===== src/rtl/clock_fnd_ctrl_if.sv =====
// Time/edit-state inputs from the timekeeping core and the FND pin outputs.
// The master side is the timekeeping core (or bench); the slave is the display controller.
interface clock_fnd_ctrl_if;
   logic       tick_i;
   logic [6:0] sec_i;
   logic [6:0] min_i;
   logic [6:0] hour_i;
   logic [6:0] centisec_i;
   logic [1:0] edit_state_i;
   logic       view_sel_i;
   logic [3:0] an_o;
   logic [7:0] seg_o;

   modport master (
      output tick_i, sec_i, min_i, hour_i, centisec_i, edit_state_i, view_sel_i,
      input  an_o, seg_o
   );

   modport slave (
      input  tick_i, sec_i, min_i, hour_i, centisec_i, edit_state_i, view_sel_i,
      output an_o, seg_o
   );
endinterface


===== src/rtl/clock_fnd_ctrl.sv =====
// 4-digit common-anode 7-segment driver for the clock: BCD conversion, page select,
// frame-synchronous time snapshot and edit-field blinking.
module clock_fnd_ctrl #(
   parameter int unsigned SCAN_DIV    = 100000,
   parameter int unsigned BLINK_TICKS = 50
) (
   input  logic            clk,
   input  logic            rst_n,
   clock_fnd_ctrl_if.slave bus
);
   localparam int unsigned SCAN_W  = $clog2(SCAN_DIV);
   localparam int unsigned BLINK_W = (BLINK_TICKS > 1) ? $clog2(BLINK_TICKS) : 1;

   typedef enum logic [1:0] {
      RUN       = 2'd0,
      EDIT_SEC  = 2'd1,
      EDIT_MIN  = 2'd2,
      EDIT_HOUR = 2'd3
   } edit_e;

   typedef struct packed {
      logic [6:0] sec;
      logic [6:0] min;
      logic [6:0] hour;
      logic [6:0] cs;
   } snap_t;

   function automatic logic [6:0] seg_encode(input logic [3:0] d);
      case (d)
         4'd0:    return 7'h40;
         4'd1:    return 7'h79;
         4'd2:    return 7'h24;
         4'd3:    return 7'h30;
         4'd4:    return 7'h19;
         4'd5:    return 7'h12;
         4'd6:    return 7'h02;
         4'd7:    return 7'h78;
         4'd8:    return 7'h00;
         4'd9:    return 7'h10;
         default: return 7'h7F;
      endcase
   endfunction

   edit_e             edit_w;
   logic [SCAN_W-1:0] scan_cnt_q, scan_cnt_d;
   logic [1:0]        digit_q, digit_d;
   logic              scan_wrap_w;
   snap_t             snap_q, snap_d;
   logic [BLINK_W-1:0] blink_cnt_q, blink_cnt_d;
   logic              phase_on_q, phase_on_d;
   edit_e             prev_edit_q;
   logic [3:0]        an_q, an_d;
   logic [7:0]        seg_q, seg_d;

   logic              page_w;
   logic [6:0]        field_w;
   logic [3:0]        tens_w, ones_w;
   logic [6:0]        seg7_w;
   logic              dp_n_w;

   assign edit_w      = edit_e'(bus.edit_state_i);
   assign scan_wrap_w = (scan_cnt_q == SCAN_W'(SCAN_DIV - 1));

   // NOTE: every signal assigned in an always_comb gets a default first, so no path can infer a latch.
   always_comb begin
      scan_cnt_d = scan_wrap_w ? '0 : scan_cnt_q + 1'b1;
      digit_d    = scan_wrap_w ? digit_q + 2'd1 : digit_q;
      snap_d     = snap_q;
      if (scan_wrap_w && (digit_q == 2'd3)) begin
         snap_d = '{sec: bus.sec_i, min: bus.min_i, hour: bus.hour_i, cs: bus.centisec_i};
      end
   end

   // An edit-state change restarts the blink and outranks a coincident tick.
   always_comb begin
      blink_cnt_d = blink_cnt_q;
      phase_on_d  = phase_on_q;
      if (edit_w != prev_edit_q) begin
         blink_cnt_d = '0;
         phase_on_d  = 1'b1;
      end else if (bus.tick_i) begin
         if (blink_cnt_q == BLINK_W'(BLINK_TICKS - 1)) begin
            blink_cnt_d = '0;
            phase_on_d  = ~phase_on_q;
         end else begin
            blink_cnt_d = blink_cnt_q + 1'b1;
         end
      end
   end

   always_comb begin
      case (edit_w)
         RUN:      page_w = bus.view_sel_i;
         EDIT_SEC: page_w = 1'b1;
         default:  page_w = 1'b0;
      endcase

      if (digit_q[1]) field_w = page_w ? snap_q.sec : snap_q.hour;
      else            field_w = page_w ? snap_q.cs  : snap_q.min;

      // Tens by threshold count; only meaningful for 0..99, larger values show a dash.
      tens_w = '0;
      for (int k = 1; k <= 9; k++) begin
         if (field_w >= 7'(10 * k)) tens_w = 4'(k);
      end
      ones_w = 4'(field_w - 7'(tens_w) * 7'd10);

      seg7_w = seg_encode(digit_q[0] ? tens_w : ones_w);
      if (field_w > 7'd99) begin
         seg7_w = 7'h3F;
      end else if (!page_w && (digit_q == 2'd3) && (tens_w == 4'd0)) begin
         seg7_w = 7'h7F;
      end
      if ((edit_w != RUN) && !phase_on_q && (digit_q[1] == (edit_w != EDIT_MIN))) begin
         seg7_w = 7'h7F;
      end

      dp_n_w = !((digit_q == 2'd3 - 2'd1) && ((edit_w != RUN) || phase_on_q));
      an_d   = ~(4'b0001 << digit_q);
      seg_d  = {dp_n_w, seg7_w};
   end

   // NOTE: sequential state uses non-blocking assignments so all registers update from pre-edge values.
   always_ff @(posedge clk or negedge rst_n) begin
      if (!rst_n) begin
         scan_cnt_q  <= '0;
         digit_q     <= 2'd0;
         snap_q      <= '0;
         blink_cnt_q <= '0;
         phase_on_q  <= 1'b1;
         prev_edit_q <= RUN;
         an_q        <= 4'hF;
         seg_q       <= 8'hFF;
      end else begin
         scan_cnt_q  <= scan_cnt_d;
         digit_q     <= digit_d;
         snap_q      <= snap_d;
         blink_cnt_q <= blink_cnt_d;
         phase_on_q  <= phase_on_d;
         prev_edit_q <= edit_w;
         an_q        <= an_d;
         seg_q       <= seg_d;
      end
   end

   assign bus.an_o  = an_q;
   assign bus.seg_o = seg_q;
endmodule


===== src/flat_wrapper.sv =====
// flat-port wrapper written by rule: the top's interface ports become plain ports
module clock_fnd_ctrl_flat 
#(
   parameter int unsigned SCAN_DIV    = 100000,
   parameter int unsigned BLINK_TICKS = 50
)
  (clk, rst_n, bus_tick_i, bus_sec_i, bus_min_i, bus_hour_i, bus_centisec_i, bus_edit_state_i, bus_view_sel_i, bus_an_o, bus_seg_o);
  clock_fnd_ctrl_if bus_i ();
  input  logic clk;
  input  logic rst_n;
  input wire logic [$bits(bus_i.tick_i)-1:0] bus_tick_i;
  input wire logic [$bits(bus_i.sec_i)-1:0] bus_sec_i;
  input wire logic [$bits(bus_i.min_i)-1:0] bus_min_i;
  input wire logic [$bits(bus_i.hour_i)-1:0] bus_hour_i;
  input wire logic [$bits(bus_i.centisec_i)-1:0] bus_centisec_i;
  input wire logic [$bits(bus_i.edit_state_i)-1:0] bus_edit_state_i;
  input wire logic [$bits(bus_i.view_sel_i)-1:0] bus_view_sel_i;
  output wire logic [$bits(bus_i.an_o)-1:0] bus_an_o;
  output wire logic [$bits(bus_i.seg_o)-1:0] bus_seg_o;
  assign bus_i.tick_i = bus_tick_i;
  assign bus_i.sec_i = bus_sec_i;
  assign bus_i.min_i = bus_min_i;
  assign bus_i.hour_i = bus_hour_i;
  assign bus_i.centisec_i = bus_centisec_i;
  assign bus_i.edit_state_i = bus_edit_state_i;
  assign bus_i.view_sel_i = bus_view_sel_i;
  assign bus_an_o = bus_i.an_o;
  assign bus_seg_o = bus_i.seg_o;
  clock_fnd_ctrl #(.SCAN_DIV(SCAN_DIV), .BLINK_TICKS(BLINK_TICKS)) u_core (.clk(clk), .rst_n(rst_n), .bus(bus_i));
endmodule

===== config.mk =====
export PLATFORM = sky130hd
export DESIGN_NAME = clock_fnd_ctrl_flat
export DESIGN_NICKNAME = d
export VERILOG_FILES = /design/src/rtl/clock_fnd_ctrl_if.sv /design/src/rtl/clock_fnd_ctrl.sv /design/src/flat_wrapper.sv
export SDC_FILE = /design/constraint.sdc
export NUM_CORES = 1
export LEC_CHECK = 0
export CAP_MARGIN = 20
export CORE_MARGIN = 2
export CORE_UTILIZATION = 50
export CTS_CLUSTER_SIZE = 24
export DETAILED_ROUTE_END_ITERATION = 16
export GPL_TIMING_DRIVEN = 0
export MAX_ROUTING_LAYER = met4
export PLACE_DENSITY_LB_ADDON = 0.05
export SLEW_MARGIN = 20
export SYNTH_ARGS = -nofsm -noshare
export SYNTH_HDL_FRONTEND = slang
export SYNTH_SLANG_ARGS = --single-unit

===== constraint.sdc =====
create_clock -name clk -period 4.36 [get_ports clk]
set_input_delay 0.436 -clock clk [delete_from_list [all_inputs] [get_ports clk]]
set_output_delay 0.436 -clock clk [all_outputs]
set_load 0.01 [all_outputs]

Word level (Yosys, flattened, before mapping)
Memories as Yosys holds them, arrays and structs flattened.
Index checks and enable logic that the tools add are counted.
- logic and storage cells: 78
- flip-flop bits (word level): 68
- ROM bits: 112
- input port bits: 34
- memories: 1
- memories (memory ; words ; bits a word ; rd ports ; clocked after Yosys merged registers in ; wr ports ; line ; RTL):
    (name not given) ; 16 ; 7 ; 1 ; 0 ; 0 ; clock_fnd_ctrl.sv:29 ; case (d)
- reductions and logical operators: 16
- $mul: 1
- eq/ne operators: 8
- bitwise logic cells: 2
- $lt $le $gt $ge: 10
- multiplexer cells: 24
- add/subtract/negate cells: 4
- shifts and indexed selects: 1
- operators with widths (operator ; number):
    7-bit 2-to-1 mux ; 6
    7-bit by 6-bit greater-or-equal comparator with 1-bit output (second input constant) ; 3
    7-bit greater-or-equal comparator (second input constant) ; 3
    6-bit 2-to-1 mux ; 3
    17-bit by 1-bit adder with 17-bit output (second input constant) ; 1
    17-bit == test (second input constant) ; 1
    17-bit 2-to-1 mux ; 1
    7-bit by 5-bit greater-or-equal comparator with 1-bit output (second input constant) ; 2
    3-bit 2-to-1 mux ; 4
    4-bit 2-to-1 mux ; 3
    7-bit by 4-bit greater-or-equal comparator with 1-bit output (second input constant) ; 1
    7-bit > comparator (second input constant) ; 1
    6-bit by 1-bit adder with 6-bit output (second input constant) ; 1
    6-bit == test (second input constant) ; 1
    1-bit logical AND ; 6
    2-bit nonzero test ; 3
    2-bit == test (second input constant) ; 2
    4-bit zero test ; 1
    4-bit by 3-bit multiplier with 3-bit output (second input constant) ; 1
    1-bit 2-to-1 mux ; 4
    2-bit 2-to-1 mux ; 2
    4-bit NOT ; 1
    1-bit by 2-bit left shift with 4-bit output (first input constant) ; 1
    4-bit subtractor ; 1
    other kinds (11) ; 13

Depth between registers and ports, before layout
An unclocked memory read counts as a cell.
- depth in word-level cells: 21
- mapped depth: 17
- mapped depth without buffers: 15

Least setup slack after synthesis
Ideal clock, no wire load.
- path type: input port to flip-flop
- from: input bus_edit_state_i[0]
- to: register u_core.seg_q[6], in the netlist u_core.bus.seg_o[6]
- required time: 4274 ps
- stages on the path: 16
- setup time: 86 ps
- data arrival time: 4058 ps
- buffers on the path: 1
- path slack: 216 ps
- cell sequence: o21bai_1 -> buf_6 -> mux4_2 -> or4_1 -> a211o_1 -> o211a_4 -> ha_1 -> inv_1 -> o21ai_0 -> a21o_1 -> inv_1 -> ha_1 -> or2_2 -> mux2_2 -> a211oi_1 -> o21ai_1
- longest elaborated chain between the ends: 21
- ends and longest elaborated chain (element ; line ; RTL):
    start, declared ; flat_wrapper.sv:16 ; input wire logic [$bits(bus_i.edit_state_i)-1:0] bus_edit_state_i;
    2-bit by 1-bit == test with 1-bit output or 2-bit zero test (tied branches) ; clock_fnd_ctrl.sv:92 ; case (edit_w)
    1-bit one-hot mux with 2 select lines ; clock_fnd_ctrl.sv:92 ;
    7-bit 2-to-1 mux (on tied branches) ; clock_fnd_ctrl.sv:99, clock_fnd_ctrl.sv:98 ;
    7-bit 2-to-1 mux ; clock_fnd_ctrl.sv:98 ; if (digit_q[1]) field_w = page_w ? snap_q.sec : snap_q.hour;
    7-bit by 4-bit greater-or-equal comparator with 1-bit output ; clock_fnd_ctrl.sv:104 ; if (field_w >= 7'(10 * k)) tens_w = 4'(k);
    1-bit 2-to-1 mux ; clock_fnd_ctrl.sv:104 ;
    2-bit 2-to-1 mux (2 in series) ; clock_fnd_ctrl.sv:104 ;
    3-bit 2-to-1 mux (4 in series) ; clock_fnd_ctrl.sv:104 ;
    4-bit 2-to-1 mux (2 in series) ; clock_fnd_ctrl.sv:104 ;
    4-bit by 3-bit multiplier with 3-bit output ; clock_fnd_ctrl.sv:106 ; ones_w = 4'(field_w - 7'(tens_w) * 7'd10);
    4-bit subtractor ; clock_fnd_ctrl.sv:106 ;
    4-bit 2-to-1 mux ; clock_fnd_ctrl.sv:108 ; seg7_w = seg_encode(digit_q[0] ? tens_w : ones_w);
    memory read 16 x 7 bit ; - ;
    7-bit 2-to-1 mux ; clock_fnd_ctrl.sv:111 ; end else if (!page_w && (digit_q == 2'd3) && (tens_w == 4'd0)) begin
    7-bit 2-to-1 mux ; clock_fnd_ctrl.sv:109 ; if (field_w > 7'd99) begin
    7-bit 2-to-1 mux (*) ; clock_fnd_ctrl.sv:114 ; if ((edit_w != RUN) && !phase_on_q && (digit_q[1] == (edit_w != EDIT_MIN))) begin
    net u_core.seg7_w[6] ; clock_fnd_ctrl.sv:58 ; logic [6:0] seg7_w;
    end signal, assigned ; clock_fnd_ctrl.sv:142 ; seg_q <= seg_d;
    end, declared ; clock_fnd_ctrl.sv:53 ; logic [7:0] seg_q, seg_d;
The timed path passes the listed nets; every way through them passes the cells marked *.
A chain may end at the register's enable or synchronous reset.

Worst setup path after layout
- from: input bus_view_sel_i
- to: register u_core.seg_q[6], in the netlist u_core.bus.seg_o[6]
- longest elaborated chain between the ends: 20
- ends and longest elaborated chain (element ; line ; RTL):
    start, declared ; flat_wrapper.sv:17 ; input wire logic [$bits(bus_i.view_sel_i)-1:0] bus_view_sel_i;
    1-bit one-hot mux with 2 select lines (*) ; clock_fnd_ctrl.sv:92 ;
    7-bit 2-to-1 mux (on tied branches) ; clock_fnd_ctrl.sv:99, clock_fnd_ctrl.sv:98 ;
    7-bit 2-to-1 mux ; clock_fnd_ctrl.sv:98 ;
    7-bit by 4-bit greater-or-equal comparator with 1-bit output ; clock_fnd_ctrl.sv:104 ;
    1-bit 2-to-1 mux ; clock_fnd_ctrl.sv:104 ;
    2-bit 2-to-1 mux (2 in series) ; clock_fnd_ctrl.sv:104 ;
    3-bit 2-to-1 mux (4 in series) ; clock_fnd_ctrl.sv:104 ;
    4-bit 2-to-1 mux (2 in series) ; clock_fnd_ctrl.sv:104 ;
    4-bit by 3-bit multiplier with 3-bit output ; clock_fnd_ctrl.sv:106 ;
    4-bit subtractor ; clock_fnd_ctrl.sv:106 ;
    4-bit 2-to-1 mux ; clock_fnd_ctrl.sv:108 ;
    memory read 16 x 7 bit ; - ;
    7-bit 2-to-1 mux ; clock_fnd_ctrl.sv:111 ;
    7-bit 2-to-1 mux (*) ; clock_fnd_ctrl.sv:109 ;
    7-bit 2-to-1 mux (*) ; clock_fnd_ctrl.sv:114 ;
    net u_core.seg7_w[6] ; clock_fnd_ctrl.sv:58 ;
Marks and branches as above.

==> qor.csv <==
metric;value;unit
Nets;437;
setup TNS;0;ns
actual slew at the worst max-slew pin;0.703;ns
Gate Count Post-Synth;322;
routed vias/inst;5.36;
mux contribution to synthesized area;13.1;%
area leader, netlist;dfrtp_1;
max-slew violations;0;
Adder-Cell Fraction of Synth Area;5.40;%
Total Routing Usage GR;20.8;%
largest net degree at the start of global routing;54;
CTS tree;done;
Setup crit end kind;register;
final hold vios;0;
die height;88.5;um
WL final;7120;um
Yosys top cell area share;38.5;%
FF/Latch Area;1720;um^2
Worst setup SP type;input pin;
Critical Path AT;4.46;ns
Area Growth Syn to Fin;24.6;%
sequential share of power;54.3;%
RSZ-0062 raised after global routing;false;
Root Buffer;clkbuf_8;
peak supply drop;164;uV
global-route wire length before repair;12000;um
dpl ws;-0.692;ns
Net Count, Synth;370;
Worst Hold Class;input pin to register;
WP data required;4.62;ns
worst reg-to-reg path cell count;15;
cell family with the largest share of critical-path delay;compound AO/OA/AOI/OAI gates;
core outline area;6870;um^2
placed cell area;4170;um^2
Post-DRT Antenna Nets;0;
Slowest Stage Delay on Critical Path;0.53;ns
H-tree Lvls;3;
Leak;1.99;nW
maxcap violations;0;
post-synthesis compound-gate area fraction;11.2;%
simple-gate portion of the synthesized area;12.4;%
Clock Path Buffers;2;
Post-Synth XOR/XNOR Area;6.45;%
Die X;88.5;um
Pwr Density;267;nW/um^2
row cnt;30;
CTS sink cnt;68;
initial antenna violation count;0;
total grt overflow;0;
Core Util, Final;64.8;%
syn avg cell area;11.1;um^2
layout cell share with drive strength beyond 1;21.6;%
Die ar.;7830;um^2
register area share after synthesis;48.1;%
Tmin final;4.20;ns
crit path max fanout;7;
worst path cell trace;clkdlybuf4s50_1 > o21bai_1 > buf_6 > mux4_2 > or4_1 > a211o_1 > o211a_4 > ha_4 > inv_1 > o21ai_0 > a21o_1 > inv_1 > ha_2 > or2_2 > mux2_2 > a211oi_2 > o21ai_1;
Slowest cell on crit path;mux4_2;
DR vias;2628;
clk_lat worst skew;0.33;ns
Seq cells post-synth;68;
share of synthesized registers carrying an async set or reset;100;%
Clock Pin Slew Worst Setup and Hold Paths;0.07;ns
CP Depth;17;
r2r startpoint;u_core.digit_q[1]$_DFFE_PN0N_;
Clk network pwr share;38.5;%
IO buf count;45;
Filler Cell Count;547;
kind of critical path;input pin to register;
DP Wirelength;5120;um
Pre-Repair DR Iteration Count;4;
Comb pwr share;7.2;%
internal power;908;uW
setup ws final;0.159;ns
design area;4450;um^2
CTS buffer count;9;
crit path launch;bus_view_sel_i;
largest family of logic cells by synthesized area;multiplexers;
run status;finished clean;
Post-synth EDFFs;0;
crit path to;u_core.bus.seg_o[6]$_DFF_PN1_;
RR Endpoint;u_core.bus.seg_o[6]$_DFF_PN1_;
synth unique cells;52;
# IOs;46;
top cells by area, synth;dfrtp_1 (39%), dfstp_2 (9.6%), mux2_2 (6.6%);
Ant. Diodes;0;
CP bufs+invs;4;
switching share of power;23.6;%
fin crit share;96.4;%
clk_skew;0.00958;ns
Initial Util;52.0;%
Placer Congestion;0.802;
Multi-input gate area;1770;um^2
r2r setup slk;0.36;ns
NetSw;281;uW
# setup viols final;0;
Post-synth top flop;dfrtp_1;
Syn. warnings;0;
initial drt markers;143;
vias in the first global route;2600;
DRC;0;
Rel. slew slack;52.8;%
Tot Pwr;1.19;mW
crit-path most repeated cell;inv_1;
Max Clock Freq;238;MHz
wire length per cell;14.5;um
Syn Std Cell Area;3570;um^2
==> power by group through the flow <==
stage                     sequential (mW)  clock, mW  combinational, mW
final                               0.646      0.458             0.0854
after global routing                0.647      0.497             0.0941
after CTS                           0.646      0.469             0.0856
after detailed placement            0.658          0             0.0811
after global placement              0.658          0             0.0779
after floorplan                     0.659          0             0.0198
==> metrics by stage <==
step           hold WS (ns)  instances
2_1_floorplan         0.140        322
3_3_place_gp          0.456        463
3_5_place_dp          0.316        464
4_1_cts               0.438        489
5_1_grt               0.453        490
6_report              0.463        490
==> layout by cell type, fill, tap and decap left out, types with 10 or more instances in the layout <==
cell type        Yosys  layout
xor2_1              11      11
inv_1               20      20
nand2_1             34      34
o21ai_0             24      24
dfstp_2             13      13
clkbuf_8             0      10
buf_4                0      10
mux2_2              21      21
nand3_1             13      13
nor2_1              23      23
dfrtp_1             55      55
ha_1                13      11
clkdlybuf4s50_1      0      42
==> sequential cells by signal, summed over array words and instances, names as in the netlist <==
signal	flops
u_core.blink_cnt_q	6
u_core.bus.an_o	4
u_core.bus.seg_o	8
u_core.digit_q	2
u_core.phase_on_q	1
u_core.prev_edit_q	2
u_core.scan_cnt_q	17
u_core.snap_q	28
==> worst min path at each step <==
stage,slack (ns),cells after the start,endpoint,start
floorplan,0.14,0,u_core.blink_cnt_q[0]$_DFFE_PN0P_,rst_n
global placement,0.46,1,u_core.scan_cnt_q[4]$_DFF_PN0_,u_core.scan_cnt_q[4]$_DFF_PN0_
detailed placement,0.32,1,u_core.snap_q[18]$_DFFE_PN0P_,rst_n
CTS,0.44,1,u_core.prev_edit_q[1]$_DFF_PN0_,bus_edit_state_i[1]
global route,0.45,1,u_core.prev_edit_q[1]$_DFF_PN0_,bus_edit_state_i[1]
finish,0.46,1,u_core.prev_edit_q[1]$_DFF_PN0_,bus_edit_state_i[1]
==> kinds of logic (layout without fill, tap and decap cells) <==
| logic type | after synthesis | count (layout) |
|---|---|---|
| buf+inv | 30 | 102 |
| mux | 33 | 33 |
| compound gates | 58 | 58 |
| simple gates | 96 | 96 |
| flops | 68 | 68 |
| fa+ha+maj | 15 | 15 |
| xor+xnor | 22 | 22 |
==> repair_timing <==
item / CTS / global route
gates resized for setup: 4 / 7
pin swaps: 1 / 1
endpoints found under the setup margin: 5 / 1
gates cloned: 0 / 0
setup buffers: 8 / 1
hold endpoints to repair: 5 / 0
hold buffers: 1 / 0
==> Yosys cell counts (4+ instances only) <==
cell type / n
nand2_1: 34
clkbuf_1: 6
nand3_1: 13
nand4_1: 5
dfstp_2: 13
xor2_1: 11
ha_1: 13
o21ai_1: 5
mux2_2: 21
dfrtp_1: 55
mux4_2: 9
a21oi_1: 5
xnor2_1: 9
inv_1: 20
nor2_1: 23
nor3_1: 7
and3_1: 4
o21ai_0: 24
==> metal layers <==
layer	vias up	track usage (%)	wire length [um]
li1	1264	-	-
met1	1298	26.8	3320
met2	62	33.2	3480
met3	4	4.38	293
met4	0	6.47	34
met5	-	-	0
==> layout make-up <==
cell class | instances | share of cell area [%]
Multi-Input combinational cell | 224 | 39.8
Sequential cell | 68 | 38.6
Timing Repair Buffer | 56 | 12.4
Clock buffer | 11 | 3.18
Tap cell | 96 | 2.70
Inverter | 21 | 1.77
Buffer | 9 | 0.984
Clock inverter | 5 | 0.618
==> worst reg2reg max path: stages, from the launching register on <==
cell      delay (ns)
dfrtp_1         0.47
buf_2           0.32
mux4_2          0.38
or4_1           0.51
a211o_1         0.30
o211a_4         0.20
ha_4            0.28
inv_1           0.03
o21ai_0         0.15
a21o_1          0.13
inv_1           0.08
ha_2            0.21
or2_2           0.29
mux2_2          0.27
a211oi_2        0.21
o21ai_1         0.09
Power figures use the tool's default switching activity.
